--- src/rtl/thermometer_pkg.sv ---
// thermometer_pkg
//
// Definitions shared by the thermometer encoder and decoder blocks: the
// default code width and the three-state scan sequence used by the
// sequential decoder.
//
// Contents:
//   K_DEF   : default binary width of a decoded count
//   W_DEF   : default thermometer width, always 2^K_DEF - 1
//   state_e : decoder sequence IDLE -> SCAN -> DONE
package thermometer_pkg;

    localparam int K_DEF = 3;
    localparam int W_DEF = (1 << K_DEF) - 1;

    typedef enum logic [1:0] {
        IDLE = 2'd0,
        SCAN = 2'd1,
        DONE = 2'd2
    } state_e;

endpackage

--- src/rtl/thermometer_decoder_seq.sv ---
// thermometer_decoder_seq
//
// Sequential thermometer-to-binary decoder. One W-bit thermometer word is
// accepted through a valid/ready handshake, then walked one bit per clock
// from bit 0 upward. The result is the count of contiguous ones starting at
// bit 0 (the index of the first zero, or W if there is none), together with
// a bubble flag that is raised when any one sits above a zero.
//
// Ports:
//   clk        in   1  rising-edge clock
//   rst        in   1  synchronous active-high reset
//   in_valid   in   1  t holds a word to decode
//   in_ready   out  1  block can accept a word (only while idle)
//   t          in   W  thermometer word, bit 0 is the lowest level
//   out_valid  out  1  q/err hold a finished result
//   out_ready  in   1  downstream consumes the result
//   q          out  K  decoded count
//   err        out  1  bubble detected
module thermometer_decoder_seq
    import thermometer_pkg::*;
#(
    parameter int K = K_DEF,
    parameter int W = W_DEF
) (
    input  logic         clk,
    input  logic         rst,
    input  logic         in_valid,
    output logic         in_ready,
    input  logic [W-1:0] t,
    output logic         out_valid,
    input  logic         out_ready,
    output logic [K-1:0] q,
    output logic         err
);

    // A count of up to W ones must fit exactly in K bits, and the scan index
    // reuses the same K-bit width, so the two parameters have to agree.
    generate
        if (W != (1 << K) - 1) begin : gWidthCheck
            $error("thermometer_decoder_seq: W must equal 2^K - 1");
        end
    endgenerate

    localparam logic [K-1:0] LAST_IDX = K'(W - 1);

    state_e         state_q, state_d;
    logic [W-1:0]   word_q, word_d;
    logic [K-1:0]   idx_q, idx_d;
    logic [K-1:0]   cnt_q, cnt_d;
    logic           seenZero_q, seenZero_d;
    logic           errAcc_q, errAcc_d;
    logic [K-1:0]   result_q, result_d;
    logic           errOut_q, errOut_d;
    logic           curBit;

    // Handshake outputs depend on state alone so neither side sees a
    // combinational path from the other.
    assign in_ready  = (state_q == IDLE);
    assign out_valid = (state_q == DONE);
    assign q         = result_q;
    assign err       = errOut_q;

    assign curBit = word_q[idx_q];

    // Next-state and datapath update. During the scan, ones only count while
    // no zero has been seen yet, so q stays equal to the index of the first
    // zero even when a bubble is present. The final bit's contribution is
    // folded in on the same edge that publishes the result, which is why the
    // result is taken from cnt_d and errAcc_d rather than from the registers.
    always_comb begin
        state_d    = state_q;
        word_d     = word_q;
        idx_d      = idx_q;
        cnt_d      = cnt_q;
        seenZero_d = seenZero_q;
        errAcc_d   = errAcc_q;
        result_d   = result_q;
        errOut_d   = errOut_q;

        case (state_q)
            IDLE: begin
                if (in_valid) begin
                    word_d     = t;
                    idx_d      = '0;
                    cnt_d      = '0;
                    seenZero_d = 1'b0;
                    errAcc_d   = 1'b0;
                    state_d    = SCAN;
                end
            end

            SCAN: begin
                if (curBit && !seenZero_q) begin
                    cnt_d = cnt_q + K'(1);
                end else if (!curBit) begin
                    seenZero_d = 1'b1;
                end else begin
                    errAcc_d = 1'b1;
                end

                if (idx_q == LAST_IDX) begin
                    result_d = cnt_d;
                    errOut_d = errAcc_d;
                    state_d  = DONE;
                end else begin
                    idx_d = idx_q + K'(1);
                end
            end

            DONE: begin
                if (out_ready) begin
                    state_d = IDLE;
                end
            end

            default: begin
                state_d = IDLE;
            end
        endcase
    end

    // State register. Reset abandons any word in flight and clears every
    // register, including the published result.
    always_ff @(posedge clk) begin
        if (rst) begin
            state_q    <= IDLE;
            word_q     <= '0;
            idx_q      <= '0;
            cnt_q      <= '0;
            seenZero_q <= 1'b0;
            errAcc_q   <= 1'b0;
            result_q   <= '0;
            errOut_q   <= 1'b0;
        end else begin
            state_q    <= state_d;
            word_q     <= word_d;
            idx_q      <= idx_d;
            cnt_q      <= cnt_d;
            seenZero_q <= seenZero_d;
            errAcc_q   <= errAcc_d;
            result_q   <= result_d;
            errOut_q   <= errOut_d;
        end
    end

endmodule

--- config.mk ---
export PLATFORM = sky130hd
export DESIGN_NAME = thermometer_decoder_seq
export DESIGN_NICKNAME = d
export VERILOG_FILES = /design/src/rtl/thermometer_pkg.sv /design/src/rtl/thermometer_decoder_seq.sv
export SDC_FILE = /design/constraint.sdc
export NUM_CORES = 1
export LEC_CHECK = 0
export BUFFER_PORTS_ARGS = -buffer_cell sky130_fd_sc_hd__buf_2
export CAP_MARGIN = 40
export CORE_MARGIN = 1
export CORE_UTILIZATION = 55
export DETAILED_ROUTE_END_ITERATION = 6
export PLACE_DENSITY = 0.87
export SLEW_MARGIN = 20
export SYNTH_ARGS = -nofsm -noshare
export SYNTH_HDL_FRONTEND = slang
export SYNTH_SLANG_ARGS = --single-unit
--- constraint.sdc ---
create_clock -name clk -period 4.39 [get_ports clk]
set_clock_uncertainty 0.1 [all_clocks]
set_input_delay 0.6585 -clock clk [delete_from_list [all_inputs] [get_ports clk]]
set_output_delay 0.6585 -clock clk [all_outputs]
set_load 0.005 [all_outputs]
# Word-level counts from Yosys, hierarchy flattened
# Index checks and enable logic that the tools add are counted.
# classes
add_sub_neg	2
muxes	18
n_div	0
eq_ne	9
magnitude_cmp	1
reduce_logical	10
n_mul	0
shifts	0
bitwise_logic	0
# op_table
op	count
$pmux W3 S2	2
$ne A2 B2 Y1 const B	5
$mux W3	3
$add A3 B1 Y3 const B	2
$mux W1	6
$mux W2	3
$pmux W2 S3	1
$reduce_and A2 Y1	3
$reduce_and A3 Y1	2
$lt A3 B4 Y1 const B	1
$pmux W1 S2	2
$reduce_and A4 Y1	1
$bmux W1 S3	1
$eq A3 B3 Y1 const B	1
$eq A2 B1 Y1 const B	1
$eq A2 B2 Y1 const B	1
$logic_not A2 Y1	1
$ne A2 B1 Y1 const B	1
$reduce_bool A2 Y1	1
$logic_and A1 B1 Y1	1
$logic_not A1 Y1	1
# word_totals
mem_bits_ro	0
mem_count	0
ff_bits	21
elab_cells	48
mem_bits_rw	0
latch_bits	0

# Depth between registers and ports, before layout
# Gate-level depths: netlist (run 1).
# depth
word_depth	5
mapped_depth	6

# Least setup slack after synthesis (run 1)
# Ideal clock, no wire load.
# synth_timing
path_kind	input port to flip-flop
from	input port in_valid
to	register cnt_q[0]
n_path_buf	0
arrival_time_ns	1.677
required_ns	4.171
cell_stages	3
setup_slack_ns	2.494
cell_sequence	nor3b_1 o21ai_0 o221a_2
# synth_between
elab_chain_len	2
# synth_rtl
element	line	rtl
from (decl)	thermometer_decoder_seq.sv:27	input logic in_valid,
$ne A2 B2 Y1 (no source line)	-	
$reduce_and A2 Y1 (no source line)	-	
to (signal assigned)	thermometer_decoder_seq.sv:138	cnt_q <= cnt_d;
to (decl)	thermometer_decoder_seq.sv:49	logic [K-1:0] cnt_q, cnt_d;
# Every way passes these cells.
# A chain may end at the register's enable or synchronous reset.

# Worst setup path in the final report (run 1)
# layout_timing
from	register idx_q[2]
to	register result_q[2], in the netlist q[2]
# layout_between
elab_chain_len	4
word_cells_on_any_way	6
# layout_rtl
element	line	rtl
from (decl)	thermometer_decoder_seq.sv:48	logic [K-1:0] idx_q, idx_d;
from (signal assigned)	thermometer_decoder_seq.sv:137	idx_q <= idx_d;
$bmux W1 S3	thermometer_decoder_seq.sv:63	assign curBit = word_q[idx_q];
$mux W1 (implied by the code)	thermometer_decoder_seq.sv:63	
$logic_and A1 B1 Y1	thermometer_decoder_seq.sv:93	if (curBit && !seenZero_q) begin
$mux W3	thermometer_decoder_seq.sv:93	
to (signal assigned)	thermometer_decoder_seq.sv:141	result_q <= result_d;
to (decl)	thermometer_decoder_seq.sv:52	logic [K-1:0] result_q, result_d;
# Parallel ways exist; a longest one is shown, timed or not. The select of a mux whose other input is x is not followed.

==> results by stage, run 1 <==
Route:
- After detailed routing, the number of vias per cell comes to 5.36.
- Dividing the detail-routed wire length by the instance count gives 11.8 um.
- The met2 wirelength from detailed routing is around 870 um.
- The first routing iteration left 13 violations.
- In the detailed route, the total length drawn on met3 is between 40 and 50 um.
- Across all layers, the routed design uses 831 vias.
- The wire length on met1 is 871 um.
- The number of iterations in the first detailed-routing pass is 4.
- The count of nets left with antenna violations once routing finished came out at 0.
- The highest metal layer with signal wires is met4.
- The routed wire length is 1820 um.
- The detailed-route DRC error count is 0.

Run:
- The number of maximum-capacitance violations is 0.

Outcome:
- The run finished with clean final reports.

Synthesis:
- The warning count from the yosys run is 0.
- The per-instance average area after synthesis is 8.58 um2.
- The number of nets produced by synthesis is approximately 130.
- Of the synthesized area, sequential elements account for 0.426.
- Ranked by total cell area, the synthesized netlist is headed by sky130_fd_sc_hd__dfxtp_1, sky130_fd_sc_hd__nand2_1, sky130_fd_sc_hd__a21oi_1.
- The area fraction of the dominant cell type after synthesis is 0.426.
- Synthesis produced a netlist whose cell count is 115.
- The distinct cell type count of the synthesized netlist is 29.
- The count of state elements after synthesis is 21.
- Of all cell types, the one taking the most synthesized area is sky130_fd_sc_hd__dfxtp_1.
- The area of the mapped netlist is 987 um2.

Setup path:
- The maximum fanout encountered on the critical timing path is 13.
- Traced cell by cell, the critical path runs through mux2i_1 -> mux4_2 -> or3_1 -> a311oi_1.
- The data arrival at the endpoint of the critical path is approximately 2.2 ns.
- For the worst setup path, the data required time is approximately 4.5 ns.
- The cell at the slowest stage of the critical path is sky130_fd_sc_hd__mux4_2.
- The number of buffers and inverters on the critical path is 0.
- The type of origin of the critical path is a flop.
- The critical path is of the reg -> reg type.
- STA classifies the critical path endpoint as a flop.
- For this run, the slowest stage of the critical path takes 0.61 ns.
- The family with the most delay on the worst path is multiplexers.

Place:
- The final RePlAce weighted congestion is slightly below 0.8.
- The HPWL after detailed placement is 1310 um.
- Port buffering added 16 buffers.
- The post-place setup slack is 2.37 ns.
- The cell count after placement is 151.

Pwr:
- Of the total power, the share spent switching nets is 0.252.
- The power density of the placed cells is 305 nW/um2.
- The share of total power in the clock network is 0.278.
- The share of total power dissipated in combinational logic is 0.108.
- Of the total power, registers draw 0.614.
- The internal power summed over all cells is 247 uW.
- IR analysis of the VDD net gives a maximum drop of 185 uV.
- The static leakage is 0.000413 uW.
- The net switching power of the design is 83.1 uW.

Clocking:
- TritonCTS built the clock tree.
- In this run the number of H-tree levels came out at 1.
- The number of clock sinks is 21.
- The count of hold-fix buffers inserted at cts is 0.
- The register clock-pin slew on the reported worst setup and hold paths is 0.10 ns.
- The tree is rooted in a sky130_fd_sc_hd__clkbuf_4.
- The clock buffer count from CTS is 3.
- Post-CTS repair changed the size of 0 cells.
- The later pin in the worst-skew pair is clocked with a latency of 0.30 ns.
- Counting along the longest clock path gives a buffer depth of 2.
- The number of setup buffers added after CTS is 0.

Timing:
- Derived from the worst setup path, the maximum achievable clock frequency is just under 0.5 GHz.
- On the final layout, the worst hold slack is approximately 0.36 ns.
- The final worst-path setup slack is 2.34 ns.
- Headroom to the max-slew limit came out at 0.707.
- The number of hold violations in the final report is 0.
- Setup violations remaining at the end of the flow were counted as 0.
- The worst path needs 2.05 ns of the cycle, external delays included.
- The max-slew violation count is 0.
- Setup repair after global routing left no endpoint under its margin.
- The portion of the clock cycle consumed by the worst path in the final layout is 0.468.
- At the pin with the least slew margin, the transition time is 0.439 ns.
- The final setup TNS is 0 ns.

Floorplan:
- The die covers roughly 2000 um2.
- The floorplan has 14 rows.
- The die is 44.4 um wide.
- The die is around 44 um tall.
- The region available for standard cell placement spans 1590 um2.
- The initial utilization of the core area, before any placement, comes to 0.619.
- The top-level port count is 17.

Final layout:
- The area growth from synthesis to layout is 9.63%.
- The number of nets at the end of the flow is approximately 150.
- Leaving out fill and tap cells, the most frequent cells in the layout are sky130_fd_sc_hd__nand2_1, sky130_fd_sc_hd__dfxtp_1, sky130_fd_sc_hd__buf_2.
- The number of fill cells is between 100 and 150.
- The total inserted antenna cells is 0.
- The layout cell share with drive strength beyond 1 is 0.176.
- Once layout is complete, the cells apart from fillers number between 150 and 200.

GRT:
- The total routing resource utilization after global routing is 0.217.
- The sum of overflow across all layers after global routing is 0.
- The initial antenna violation count is 0.
- The largest net degree at the start of global routing is 19.
- The number of global-route vias before repair came to 731.
- The first global-routing pass estimated 3040 um of wire.

Min path:
- The type of the most critical hold path is reg -> reg.
## worst register-to-register path, stage by stage, from the launching register on
cell,delay [ns]
sky130_fd_sc_hd__dfxtp_1,0.52
sky130_fd_sc_hd__mux2i_1,0.13
sky130_fd_sc_hd__mux4_2,0.61
sky130_fd_sc_hd__or3_1,0.38
sky130_fd_sc_hd__a311oi_1,0.24
## registers in the layout, summed over array words and instances (netlist names)
name / count
err: 1
word_q: 7
idx_q: 3
state_q: 2
q: 3
cnt_q: 3
errAcc_q: 1
seenZero_q: 1
## stage by stage
stage	total power [uW]	cell area, um2	utilization
floorplan	233	987	-
CTS	334	1080	0.679
finish	330	1080	0.679
detailed placement	242	1060	0.662
global route	346	1080	0.679
global placement	240	1050	0.659
## cell families after synthesis
kind of cell    after synthesis  synth area share
simple gates                 49             0.228
fa+ha+maj                     3            0.0380
compound gates               29             0.186
buf+inv                       8            0.0583
mux                           5            0.0634
flops                        21             0.426
## layer usage
metal,GRT usage,vias up
met1,0.258,366
met5,0,-
met4,0.109,0
met3,0.0490,5
met2,0.365,16
li1,-,444
## cell type report
cell class	instances	area (um2)	share of cell area
Sequential cell	21	420	0.388
Clock buffer	4	26.3	0.0243
Timing Repair Buffer	17	85.1	0.0786
Tap cell	24	30.0	0.0277
Multi-Input combinational cell	86	509	0.471
Inverter	3	11.3	0.0104
## worst paths after layout
check / end / startpoint / slack, ns / cells past startpoint
hold reg to reg: word_q[4] / word_q[4] / 0.36 / 2
setup reg to reg: q[2] / idx_q[2] / 2.34 / 4
setup / recovery: q[2] / idx_q[2] / 2.34 / 4
hold / removal: word_q[4] / word_q[4] / 0.36 / 2
## Yosys cell counts
| master | instances |
|---|---|
| sky130_fd_sc_hd__a211oi_1 | 1 |
| sky130_fd_sc_hd__nand2_1 | 21 |
| sky130_fd_sc_hd__o31a_1 | 1 |
| sky130_fd_sc_hd__nor3b_1 | 1 |
| sky130_fd_sc_hd__or4_1 | 1 |
| sky130_fd_sc_hd__buf_6 | 1 |
| sky130_fd_sc_hd__nor3_1 | 3 |
| sky130_fd_sc_hd__nor2_1 | 11 |
| sky130_fd_sc_hd__ha_1 | 3 |
| sky130_fd_sc_hd__nand3_1 | 1 |
| sky130_fd_sc_hd__mux4_2 | 1 |
| sky130_fd_sc_hd__nand2b_1 | 4 |
| sky130_fd_sc_hd__clkbuf_1 | 2 |
| sky130_fd_sc_hd__and2_2 | 1 |
| sky130_fd_sc_hd__nor2b_1 | 2 |
| sky130_fd_sc_hd__a22oi_1 | 1 |
| sky130_fd_sc_hd__a2111oi_0 | 2 |
| sky130_fd_sc_hd__inv_1 | 3 |
| sky130_fd_sc_hd__o311ai_0 | 1 |
| sky130_fd_sc_hd__clkbuf_8 | 2 |
| sky130_fd_sc_hd__a21oi_1 | 14 |
| sky130_fd_sc_hd__dfxtp_1 | 21 |
| sky130_fd_sc_hd__mux2i_1 | 4 |
| sky130_fd_sc_hd__or3_1 | 3 |
| sky130_fd_sc_hd__a311oi_1 | 2 |
| sky130_fd_sc_hd__nor4_1 | 1 |
| sky130_fd_sc_hd__o21ai_0 | 4 |
| sky130_fd_sc_hd__o21a_1 | 2 |
| sky130_fd_sc_hd__o221a_2 | 1 |
## power groups by stage
stage                     clock network, uW  registers [uW]  logic [uW]
final                                  91.8             203        35.8
after global routing                    102             204        40.5
after CTS                              95.6             203        35.7
after detailed placement                  0             207        35.5
after global placement                    0             207        33.9
after floorplan                           0             206        27.6
(Power assumes the default switching activity.)
==> inputs of run 2 (changes only) <==
--- a/config.mk
+++ b/config.mk
@@ -8,9 +8,9 @@
 export BUFFER_PORTS_ARGS = -buffer_cell sky130_fd_sc_hd__buf_2
 export CAP_MARGIN = 40
 export CORE_MARGIN = 1
-export CORE_UTILIZATION = 55
+export CORE_UTILIZATION = 48
 export DETAILED_ROUTE_END_ITERATION = 6
-export PLACE_DENSITY = 0.87
+export PLACE_DENSITY = 0.82
 export SLEW_MARGIN = 20
 export SYNTH_ARGS = -nofsm -noshare
 export SYNTH_HDL_FRONTEND = slang
==> constraint.sdc (replaced) <==
create_clock -name clk -period 1.8 [get_ports clk]
set_clock_uncertainty 0.1 [all_clocks]
set_input_delay 0.27 -clock clk [delete_from_list [all_inputs] [get_ports clk]]
set_output_delay 0.27 -clock clk [all_outputs]
set_load 0.005 [all_outputs]
==> run 2 against run 1 <==
  * The run now ends with setup timing left
  * Sequential cell count did not move
  * Die area rose by 14%
  * Sequential power rose by 140%
  * Sequential share of layout area fell by 2.7 points
  * Final area rose by 8.4%
  * Worst hold slack got worse by 0.27 ns
  * First-iteration DRC count rose by 120%
  * Fmax rose by 10%
  * Worst setup slack got worse by 2.4 ns
  * Highest routed layer unchanged
  * Count of clock-buffer cells in the layout fell by 1
  * Combinational power rose to 3.0 times the previous value
  * Critical endpoint is now cnt_q[2]
==> results by stage, run 2 (synthesis results as in run 1) <==
Clocking:
- The number of clock sinks is 21.
- Counting along the longest clock path gives a buffer depth of 2.
- At the later pin of the worst-skew pair, clock insertion delay measures 0.30 ns.
- After clock tree synthesis, the flow added hold-fix buffers numbering 0.
- In this run the number of H-tree levels came out at 1.
- TritonCTS built the clock tree.
- The register clock-pin slew on the reported worst setup and hold paths is 0.12 ns.
- The clock root buffer master is sky130_fd_sc_hd__clkbuf_4.
- TritonCTS created 3 clock buffers.

Place:
- Port buffering added 16 buffers.
- Routability-driven placement finished with a final weighted congestion of 0.852.
- The post-place setup slack is -0.100 ns.
- The half-perimeter wire length after detailed placement is between 1000 and 1500 um.
- The number of placed instances, taps included, is between 150 and 200.

Route:
- The number of nets with antenna violations after routing is 0.
- The detailed router finished its first iteration with 28 violations.
- After detailed routing, the number of remaining DRC violations is 0.
- The number of iterations in the first detailed-routing pass is 4.
- The detailed router placed approximately 890 vias in this run.
- The average detailed-routed wire length per instance is 13.1 um.
- After detailed routing, the total wire length is 2150 um.
- The vias per cell is approximately 5.4.

GRT:
- The initial antenna violation count is 0.
- The global-route wire length before repair is 3310 um.
- The largest net degree at the start of global routing is 19.
- After global routing the overflow that remains totals 0.
- In the global route stage, overall resource usage came out at 0.218.
- The number of global-route vias before repair is 790.

Outcome:
- The final reports fail on setup timing.
- The flow ran to the end, but the final reports show violations.

Timing:
- The actual transition at the worst max-transition pin is 0.425 ns.
- The portion of the clock cycle consumed by the worst path in the final layout is 1.04.
- Measured against its own limit, the worst slew margin works out to 0.715.
- The number of hold violations in the final report is 0.
- The max-slew violation count came to 0.
- The top achievable clock speed is 0.536 GHz.
- The final worst hold slack is about 0.090 ns.
- Setup violations remaining at the end of the flow were counted as 4.
- Setup repair after global routing could not meet its margin everywhere.
- The final worst-path setup slack is -0.0668 ns.
- Subtracting the final worst setup slack from the clock period gives 1.87 ns.

Final layout:
- The largest register by flop count is word_q.
- The area of the multi-input gates is 552 um2.
- The layout cell share with drive strength beyond 1 is 0.241.
- The library cell used most frequently in the layout, excluding fill and tap cells, is sky130_fd_sc_hd__nand2_1.
- Across the whole layout, storage elements account for 424 um2.
- The number of nets at the end of the flow is approximately 150.
- From synthesis to final layout, the design area changed by 18.9%.
- Once layout is complete, the cells apart from fillers number 164.
- The repair_antennas step left the layout with diodes totalling 0.
- In the layout the commonest cells are sky130_fd_sc_hd__nand2_1, sky130_fd_sc_hd__dfxtp_1, sky130_fd_sc_hd__buf_2.
- The register with the most flip-flops in the layout has 7 of them.
- After filler insertion, the fill cell instance count of the layout stands at 175.

Setup path:
- The category of the worst setup path capture point is a flop.
- STA puts the critical path data arrival time at 2.01 ns.
- The required time of the worst setup path is 1.94 ns.
- The critical path class is reg -> reg.
- The worst setup path is launched from a flop.
- The maximum fanout encountered on the critical timing path is 5.

Pwr:
- The static leakage is about 0.00045 uW.
- The power density of the placed cells is 706 nW/um2.
- The peak ir drop on the vdd network is 624 uV.

Floorplan:
- The full die area is between 2000 and 2500 um2.
- The die extent in y is between 40 and 50 um.
- The effective utilization at floorplan is 0.508.
- In this run the core area contains 16 standard-cell rows.
- The region available for standard cell placement spans 1940 um2.
- The floorplan step set the die width to about 47 um.
- During I/O placement, the number of pins put on the boundary was 17.

Min path:
- The path class of the tightest hold or removal check is in -> reg.

Run:
- The number of maximum-capacitance violations is 0.
-- run 2: changes by cell type in the layout (fill, tap and decap cells not counted), sizes merged --
cell    change
buf         +5
clkbuf      -1
clkinv      +1
mux4        +1
-- run 2: cell type report --
type	instances	area share
timing repair buffer	22	0.107
inverter	3	0.00959
sequential	21	0.361
tap	27	0.0288
multi-input combinational	87	0.470
clock buffer	3	0.0192
clock inverter	1	0.00426
-- run 2: final timing paths --
path                            startpoint         to  slack, ns  depth (start not counted)
worst max-delay path              idx_q[2]   cnt_q[2]      -0.07                          4
worst min-delay path                  t[1]  word_q[1]       0.09                          3
worst max register to register    idx_q[2]   cnt_q[2]      -0.07                          4
worst min register to register   word_q[4]  word_q[4]       0.36                          2
-- run 2: repair_timing --
action	in CTS	in global routing
gates cloned	1	0
endpoints found under the setup margin	6	7
pin swaps	0	2
setup buffers	0	0
endpoints found under the hold margin	0	0
resized for setup	1	5
-- run 2: per-stage QoR --
| step | TNS (ns) | area (um2) | util | power (uW) |
|---|---|---|---|---|
| CTS | -0.0752 | 1150 | 0.595 | 828 |
| detailed placement | -0.313 | 1100 | 0.566 | 603 |
| global route | -0.460 | 1170 | 0.604 | 870 |
| floorplan | 0 | 987 | - | 569 |
| global placement | -0.0679 | 1100 | 0.566 | 598 |
| finish | -0.126 | 1170 | 0.604 | 829 |
-- run 2: metal layers --
metal / track usage / vias to the layer above / wire length (um)
li1: - / 454 / -
met1: 0.269 / 398 / 900
met2: 0.345 / 30 / 1070
met3: 0.0538 / 6 / 127
met4: 0.126 / 0 / 44
met5: 0 / - / 0
-- run 2: power by group --
group          internal, uW  switching [uW]
registers               479            15.4
logic                  48.9            58.3
clock network          82.7             144
-- run 2: critical path, cell delays in order, from the launching register on --
cell	delay, ns
sky130_fd_sc_hd__dfxtp_4	0.39
sky130_fd_sc_hd__mux2i_2	0.16
sky130_fd_sc_hd__mux4_2	0.53
sky130_fd_sc_hd__or4_1	0.49
sky130_fd_sc_hd__a21oi_1	0.14
==> inputs of run 3 (changes only) <==
--- a/config.mk
+++ b/config.mk
@@ -5,7 +5,7 @@
 export SDC_FILE = /design/constraint.sdc
 export NUM_CORES = 1
 export LEC_CHECK = 0
-export BUFFER_PORTS_ARGS = -buffer_cell sky130_fd_sc_hd__buf_2
+export BUFFER_PORTS_ARGS = -buffer_cell sky130_fd_sc_hd__buf_4
 export CAP_MARGIN = 40
 export CORE_MARGIN = 1
 export CORE_UTILIZATION = 48
==> run 3 against run 2 <==
  * The run still ends with setup timing left
  * Combinational power is 8% higher
  * Register-to-register slack improved by 0.05 ns
  * Clock power up 4%
  * Sequential power hardly changed
  * Highest routed layer unchanged
==> results by stage, run 3 (synthesis results as in run 1) <==
Outcome:
- The checks that failed: setup timing.
- The flow ran to the end, but the final reports show violations.

GRT:
- The global-route wire length before repair is 3140 um.
- The number of global-route vias before repair was 739.
- The total routing resource utilization after global routing is 0.201.
- Entering global routing, the biggest net connects 19 pins.
- The sum of overflow across all layers after global routing is 0.
- The initial antenna violation count came to 0.

Setup path:
- The required time of the worst setup path is between 1.5 and 2 ns.
- Of all nets on the critical path, the largest fanout is 5.
- The type of origin of the critical path is a flop.
- The count of cells along the worst register-to-register path is 5.
- The critical path starts at idx_q[2].
- The worst register-to-register path begins at idx_q[2].
- The register-to-register setup slack is -0.02 ns.
- The endpoint identified for the worst register-to-register timing path is errAcc_q.
- The category of the worst setup path capture point is a flop.
- The data arrival at the endpoint of the critical path is 1.96 ns.
- The worst setup path endpoint is errAcc_q.
- The critical path class is reg -> reg.

Final layout:
- The total non-filler cell area in the finished layout is 1220 um2.
- The flip-flop count of the largest register after layout is 7.
- The post-route core utilization is 0.629.
- Leaving out fill and tap cells, the most frequent cell in the layout is sky130_fd_sc_hd__buf_4.
- Of the cells placed in the final design, the portion with a size suffix greater than 1 is 0.263.
- The largest register by flop count is word_q.
- The area growth from synthesis to final layout is 23.7%.
- The top cell types in the final layout, fill and taps aside, are sky130_fd_sc_hd__buf_4, sky130_fd_sc_hd__nand2_1, sky130_fd_sc_hd__dfxtp_1.
- The total inserted antenna cells is 0.
- In the final design database the tool counted 152 nets.
- The area of all sequential standard cells is 424 um2.
- The number of fill cells is 170.
- Summing all multi-input logic gate instances after layout gives 561 um2.
- Once layout is complete, the cells apart from fillers number ~160.

Clocking:
- The clock root buffer master is sky130_fd_sc_hd__clkbuf_4.
- The clock buffer count from CTS is 3.
- The H-tree depth is 1.
- After clock tree synthesis, the setup repair step added 0 buffers.
- The register clock-pin slew on the reported worst setup and hold paths is 0.12 ns.
- The buffer levels on the longest clock path is 2.
- TritonCTS built the clock tree.
- For the worst-skew pair, the clock arrives at the later sink with an insertion delay of 0.30 ns.
- Counting every sink on the clock net gives 21.

Timing:
- Based on the critical path, the design can be clocked at up to 0.551 GHz.
- After layout, the worst setup slack is -0.0162 ns.
- Setup repair after global routing could not meet its margin everywhere.
- Counting I/O delays and the setup requirement, the final critical path takes 1.82 ns.
- The actual transition at the worst max-transition pin is 0.426 ns.
- Measured against its own limit, the worst slew margin works out to 0.709.
- The number of hold violations in the final report is 0.
- The max-slew violation count is 0.
- The number of setup violations in the final report is 3.
- Hold is met by about 0.095 ns.
- The portion of the clock cycle consumed by the worst path in the final layout is 1.01.

Pwr:
- The static leakage is approximately 0.00046 uW.
- Summing internal, switching and leakage power gives 847 uW.
- Of the total power, combinational logic draws 0.137.
- The sequential cell fraction of total power is 0.584.
- The switching part of the total power is 0.266.
- The power density of the placed cells is 694 nW/um2.
- The net switching power of the design is 225 uW.
- The internal power summed over all cells is 622 uW.
- The peak ir drop on the vdd network is 564 uV.
- The share of total power in the clock network is 0.279.

Run:
- The number of maximum-capacitance violations is 0.

Floorplan:
- The floorplan step defined a core boundary enclosing 1940 um2.
- The effective utilization at floorplan is 0.508.
- The top-level port count is 17.
- Row generation in the floorplan step produced 16 rows.
- The full die area is 2240 um2.
- Measured along the y axis, the die boundary spans 47.4 um.
- The die is ~47 um wide.

Min path:
- In this run the worst hold path is classified as in -> reg.

Place:
- The number of buffer cells added on primary ports is 16.
- The congestion estimate from routability-driven global placement came to about 0.83.
- Counting tap cells, the placed design contains a total of 159 instances.
- After legalization and detailed placement, the total HPWL measured 1390 um.
- Once placement finished, the instance area stood at 1140 um2.

Route:
- In the routed design, unresolved DRC markers number 0.
- For this block, the initial DRC count from the detailed router was 33.
- The number of iterations in the first detailed-routing pass is 4.
- In the final routed layout, each cell accounts on average for 13.0 um.
- Detailed routing inserted a total of 898 vias.
- The vias per cell is 5.48.
- The number of nets with antenna violations after routing is 0.
- The routed wire length is 2130 um.
## run 3: how the worst min path moves through the flow
stage	from	end	cells after the start
CTS	t[6]	word_q[6]	3
global route	t[2]	word_q[2]	3
detailed placement	word_q[4]	word_q[4]	2
global placement	errAcc_q	errAcc_q	2
floorplan	t[0]	word_q[0]	2
finish	t[6]	word_q[6]	3
## run 3: final cells by class
| class | instances | area share |
|---|---|---|
| flip-flops and latches | 21 | 0.347 |
| well taps | 27 | 0.0277 |
| inverters | 3 | 0.00922 |
| multi-input cells | 87 | 0.459 |
| repair buffers | 22 | 0.135 |
| clock buffers | 4 | 0.0215 |
## run 3: power by group through the flow
stage	sequential [uW]	clock (uW)	combinational (uW)
after floorplan	501	0	67.3
after global placement	504	0	101
after detailed placement	504	0	104
after CTS	494	232	112
after global routing	497	254	127
final	495	236	116
## run 3: per-stage QoR
stage / setup slack [ns] / TNS [ns]
6_report: -0.0162 / -0.0380
3_3_place_gp: -0.0379 / -0.0602
2_1_floorplan: 0.000653 / 0
4_1_cts: -0.0114 / -0.0172
5_1_grt: -0.0791 / -0.302
3_5_place_dp: -0.101 / -0.311
## run 3: routing by layer
metal  global-route usage  wire length, um  vias up
met1                0.262              947      408
met2                0.326             1020       30
li1                     -                -      454
met5                    0                0        -
met4               0.0686               38        0
met3               0.0462              119        6
## run 3: worst max-delay path, cell delays in order (launching register included)
cell                      delay [ns]
sky130_fd_sc_hd__dfxtp_4        0.39
sky130_fd_sc_hd__mux2i_2        0.16
sky130_fd_sc_hd__mux4_2         0.52
sky130_fd_sc_hd__buf_4          0.16
sky130_fd_sc_hd__or3_1          0.31
sky130_fd_sc_hd__a21oi_1        0.12
## run 3: timing repair
| item | 4_1_cts | 5_1_grt |
|---|---|---|
| setup endpoints to repair | 7 | 7 |
| pin swaps | 5 | 1 |
| resized for setup | 5 | 5 |
| gates cloned | 1 | 0 |
| hold buffers | 0 | 0 |
